<file path="src/rtl/eight_bit_select_subtractor.sv">
// Two-stage carry-select subtractor with valid/ready handshake.
// S1 splits the operands into halves and precomputes both upper-half outcomes; S2 picks one using the low-half borrow.
module eight_bit_select_subtractor #(
  parameter int WIDTH = 8  // must be even and >= 4
) (
  input  logic             clk,
  input  logic             reset_n,
  input  logic             in_valid,
  output logic             in_ready,
  input  logic [WIDTH-1:0] A,
  input  logic [WIDTH-1:0] B,
  input  logic             Bin,
  input  logic             out_ready,
  output logic             out_valid,
  output logic [WIDTH-1:0] output_diff,
  output logic             output_Bout
);
  localparam int HALF = WIDTH / 2;

  logic            en;
  logic [2:1]      vld_pipe;   // [1] = S1 valid, [2] = S2 valid
  logic [HALF:0]   lo_c, hi0_c, hi1_c;
  logic [HALF-1:0] s1_diff_lo;
  logic            s1_b_mid;
  logic [HALF:0]   s1_hi0, s1_hi1;

  // The whole pipe advances together; only a valid, unaccepted result stalls it.
  assign en        = !vld_pipe[2] || out_ready;
  assign in_ready  = en;
  assign out_valid = vld_pipe[2];

  // Each half result is {borrow, diff}: the MSB is set when the subtraction goes negative.
  assign lo_c  = {1'b0, A[HALF-1:0]} - {1'b0, B[HALF-1:0]} - {{HALF{1'b0}}, Bin};
  assign hi0_c = {1'b0, A[WIDTH-1:HALF]} - {1'b0, B[WIDTH-1:HALF]};
  assign hi1_c = {1'b0, A[WIDTH-1:HALF]} - {1'b0, B[WIDTH-1:HALF]} - {{HALF{1'b0}}, 1'b1};

  always_ff @(posedge clk or negedge reset_n) begin
    if (!reset_n) begin
      vld_pipe    <= '0;
      s1_diff_lo  <= '0;
      s1_b_mid    <= 1'b0;
      s1_hi0      <= '0;
      s1_hi1      <= '0;
      output_diff <= '0;
      output_Bout <= 1'b0;
    end else if (en) begin
      vld_pipe[1] <= in_valid;
      s1_diff_lo  <= lo_c[HALF-1:0];
      s1_b_mid    <= lo_c[HALF];
      s1_hi0      <= hi0_c;
      s1_hi1      <= hi1_c;
      vld_pipe[2] <= vld_pipe[1];
      // Carry-select: only a half-width mux sits between S1 and S2.
      output_diff <= {(s1_b_mid ? s1_hi1[HALF-1:0] : s1_hi0[HALF-1:0]), s1_diff_lo};
      output_Bout <= s1_b_mid ? s1_hi1[HALF] : s1_hi0[HALF];
    end
  end

endmodule
</file>
<file path="config.mk">
export PLATFORM = sky130hd
export DESIGN_NAME = eight_bit_select_subtractor
export DESIGN_NICKNAME = d
export VERILOG_FILES = /design/src/rtl/eight_bit_select_subtractor.sv
export SDC_FILE = /design/constraint.sdc
export NUM_CORES = 1
export LEC_CHECK = 0
export ABC_CLOCK_PERIOD_IN_PS = 3200
export CAP_MARGIN = 5
export CORE_MARGIN = 5
export CORE_UTILIZATION = 35
export CTS_BUF_LIST = sky130_fd_sc_hd__clkbuf_16
export CTS_CLUSTER_SIZE = 14
export DETAILED_ROUTE_END_ITERATION = 12
export SETUP_SLACK_MARGIN = 0.4
export SYNTH_ARGS = -nofsm -noshare
export SYNTH_HDL_FRONTEND = slang
export SYNTH_SLANG_ARGS = --single-unit
</file>
<file path="constraint.sdc">
create_clock -name clk -period 3.2 [get_ports clk]
set_input_delay 0.8 -clock clk [delete_from_list [all_inputs] [get_ports clk]]
set_output_delay 0.8 -clock clk [all_outputs]
set_load 0.005 [all_outputs]
</file>
## Yosys cells after proc, flatten, opt, wreduce, memory -nomap -nowiden

Cells that the tools add are included.

| storage, ports and cells | value |
|---|---|
| register bits after elaboration | 26 |
| bits of input ports | 21 |
| output and inout bits | 11 |

| cells by class | value |
|---|---|
| add/sub/neg operators | 4 |
| muxes and demuxes | 2 |
| reductions and logical operators | 2 |

Operator list:

| kind | count |
|---|---|
| 4-bit by 4-bit subtractor with 5-bit output | 2 |
| 5-bit by 1-bit subtractor with 5-bit output | 1 |
| 5-bit by 1-bit subtractor with 5-bit output (second input constant) | 1 |
| 4-bit two-way mux | 1 |
| 1-bit zero test | 1 |
| 1-bit logical OR | 1 |
| 1-bit two-way mux | 1 |

## Depth between registers and ports, before layout

| depth | value |
|---|---|
| word-level depth | 2 |
| mapped depth | 10 |
| gate-level depth less buffers | 10 |

## Least setup slack after synthesis

Ideal clock, no wire load.

| path | value |
|---|---|
| path kind | in2reg |
| start point | input A[4] |
| end point | register s1_hi1[4] |
| arrival | 2.365 ns |
| data required time | 3.131 ns |
| slack | 0.766 ns |
| stages | 10 |
| buffers on the path | 0 |
| path through | inv_1 ha_1 inv_1 fa_1 inv_1 ha_1 nand2_1 a211o_2 a211o_1 nand3_1 |

| between the ends | value |
|---|---|
| word-level cells in the longest chain between the ends | 2 |

RTL lines:

| item | RTL line | RTL |
|---|---|---|
| start: declaration | 10 | `input logic [WIDTH-1:0] A,` |
| 4-bit by 4-bit subtractor with 5-bit output | n/a |  |
| net hi0_c[1] | 22 | `logic [HALF:0] lo_c, hi0_c, hi1_c;` |
| 5-bit by 1-bit subtractor with 5-bit output | 35 | `assign hi1_c = {1'b0, A[WIDTH-1:HALF]} - {1'b0, B[WIDTH-1:HALF]} - {{HALF{1'b0}}, 1'b1};` |
| end signal: assignment | 51 | `s1_hi1 <= hi1_c;` |
| end: declaration | 25 | `logic [HALF:0] s1_hi0, s1_hi1;` |

The timed path passes the listed nets, and every way through them passes these cells.
A chain may end at the register's enable or synchronous reset.

## Worst setup path after layout

Same ends and word-level chain as after synthesis.

==> results_dict.tcl <==
set metrics [dict create \
    slew-limit-headroom_pct 78.3 \
    pin_count 32 \
    synth_ff_type "dfrtp_1" \
    hold_path_class "reg2reg" \
    n_antenna_cell 0 \
    min_period_ps 2700 \
    place_congestion 0.739 \
    wirelength_um 2770 \
    cts.htree.levels 1 \
    post-cts-setup-buffers 0 \
    ys_seq_elements 26 \
    grt_antenna_before_repair 0 \
    fmax_mhz 370 \
    clkTransAtPathRegs_ps 60 \
    clk_latency_ps 250 \
    yosysMostFrequentCell "nand2_1" \
    drcViolationCount 0 \
    num_rows 23 \
    swShare_pct 27.5 \
    cts_buffer_depth 2 \
    finalClockSkew_ps 2.49 \
    syn_inst 149 \
    cts_buffers 3 \
    initial_utilization_pct 35.9 \
    postRouteAntennaNets 0 \
    crit_arrival_ps 2890 \
    vias 1067 \
    synth_cell_type_count 26 \
    finalPower_mw 1.07 \
    synth-edff-count 0 \
    status "finished clean" \
    dieWidth_um 73.8 \
    path_max_fanout 3 \
    final-hold-violation-count 0 \
    synth_common_cells "nand2_1 (35), dfrtp_1 (26), inv_1 (15), ha_1 (11), o21ai_0 (10)" \
    drv_slew 0 \
    post-route-period-util_pct 84.4 \
    routedWlPerCell_um 12.0 \
    p_leak_nw 0.884 \
    grt_overflow 0 \
    avgSynthCellArea_sq_um 9.56 \
    internal_power_mw 0.773 \
    dpl.hpwl_um 2140 \
    critPathLaunchType "input pin" \
    peakVddDrop_mv 0.219 \
    first_iter_violations 52 \
    ys_seq_area_share_pct 45.7 \
    utilization_pct 47.7 \
    cts_tree "yes" \
    cts_sinks 26 \
    netlist.area_leader.share_pct 45.7 \
    p_comb_share_pct 30.6 \
    grt_max_degree 29 \
    area_growth_pct 33.0 \
    power_switching_mw 0.293 \
    die_h_um 73.8 \
    clock_power_share_pct 25.3 \
    whs_ps 461 \
    cts-root-buf "clkbuf_16" \
    tightest_slew_ps 326 \
    core_sq_mm 0.00397 \
    async_flop_share_pct 100 \
    fin_tns_setup_ps 0 \
    powerDensity_mw_per_mm2 563 \
    grt_pass1_vias 1112 \
    synth_area_leader_cell "dfrtp_1" \
    rsz0062_at_grt "false" \
    synthesis.nets 184 \
    ys_warn_count 0 \
    hold_depth 1 \
    ys_top_cells_by_area "dfrtp_1 (46%), ha_1 (9.7%), nand2_1 (9.2%)" \
    p_seq_share_pct 44.1 \
    dieArea_sq_mm 0.00544 \
    critPathCaptureType "flop" \
    vias_per_cell 4.62 \
    reg2regPathDepth 4 \
    drv_cap 0 \
    first_pass_iters 3 \
    synth_area_sq_mm 0.00142 \
    grt_pass1_wl_um 4730 \
    portBuffers 31 \
    grt_use_total_pct 10.9 \
    critical_path_class "in2reg" \
    nNetsFinal 217 \
    setup_viol 0 \
    worst_ep_required_time_ps 3390 \
    drive_above_1_share_pct 7.73 \
]
[cell usage in the layout, fill, tap and decap left out, drive strengths merged, types with 2 or more instances in the layout]
master,instances
nand2b,3
dfrtp,26
nor2b,2
xnor2,6
ha,11
clkbuf,3
a21oi,7
nand3b,2
a211o,2
nand2,36
mux2i,5
nor2,5
inv,15
nand4,2
buf,3
nand3,2
fa,3
o21ai,10
clkdlybuf4s50,31
[kinds of logic after synthesis]
group                    Yosys count  synth area share (%)
flip-flops                        26                  45.7
AO/OA/AOI/OAI                     22                  8.88
AND/OR/NAND/NOR                   52                  15.8
buffers and inverters             21                  5.54
XOR/XNOR                           8                  5.89
multiplexers                       6                  4.31
adder cells (fa/ha/maj)           14                  13.9
[stage by stage]
stage,instances,cell area [sq um],setup WS (ps)
global route,231,1890,392
detailed placement,227,1800,185
CTS,231,1880,439
global placement,227,1800,252
floorplan,149,1420,766
finish,231,1890,498
[metal layers]
metal,vias to the layer above,global-route usage (%),share of wire (%)
li1,540,-,-
met1,512,13.6,46
met2,13,19.3,51
met3,2,1.37,2.6
met4,0,3.62,0.90
met5,-,0,0
[cell type report]
class / count / area [sq um]
clock buffer: 3 / 75.1
timing repair buffer: 34 / 333
multi-input combinational: 102 / 712
tap: 50 / 62.6
inverter: 15 / 56.3
sequential: 26 / 651
clock inverter: 1 / 3.75
fill: 392 / 2080
[worst max-delay path, cell delays in order]
cell and delay (ps):
clkdlybuf4s50_1 450, inv_1 40, ha_1 200, inv_1 70, fa_1 420, inv_2 100, ha_4 140, nand2_1 50
a211o_2 280, a211o_1 250, nand3_1 70
[final timing paths]
kind	startpoint	end	slack (ps)
worst min-delay path	vld_pipe[1]$_DFFE_PN0P_	vld_pipe[2]$_DFFE_PN0P_	460
worst min register to register	vld_pipe[1]$_DFFE_PN0P_	vld_pipe[2]$_DFFE_PN0P_	460
min in group asynchronous	reset_n	vld_pipe[2]$_DFFE_PN0P_	910
max in group asynchronous	reset_n	output_diff[2]$_DFFE_PN0P_	2050
worst max register to register	vld_pipe[2]$_DFFE_PN0P_	s1_hi1[3]$_DFFE_PN0P_	1890
worst max-delay path	A[4]	s1_hi1[4]$_DFFE_PN0P_	500
[power by group through the flow]
stage | logic (mW) | registers, mW | clock network [mW]
2_1_floorplan | 0.176 | 0.463 | 0
3_3_place_gp | 0.318 | 0.472 | 0
3_5_place_dp | 0.325 | 0.477 | 0
4_1_cts | 0.328 | 0.471 | 0.278
5_1_grt | 0.367 | 0.483 | 0.292
6_report | 0.326 | 0.470 | 0.270
[state kept, by name, indices dropped and copies added (netlist names)]
register and count:
output_Bout 1, s1_hi0 5, vld_pipe 2, s1_b_mid 1, s1_hi1 5, output_diff 8
s1_diff_lo 4
[what timing repair did]
action                                  in CTS  in global routing
resized for setup                            0                  4
endpoints found under the setup margin       0                  1
hold buffers                                 0                  0
No activity file was read; power rests on OpenSTA's default activity.
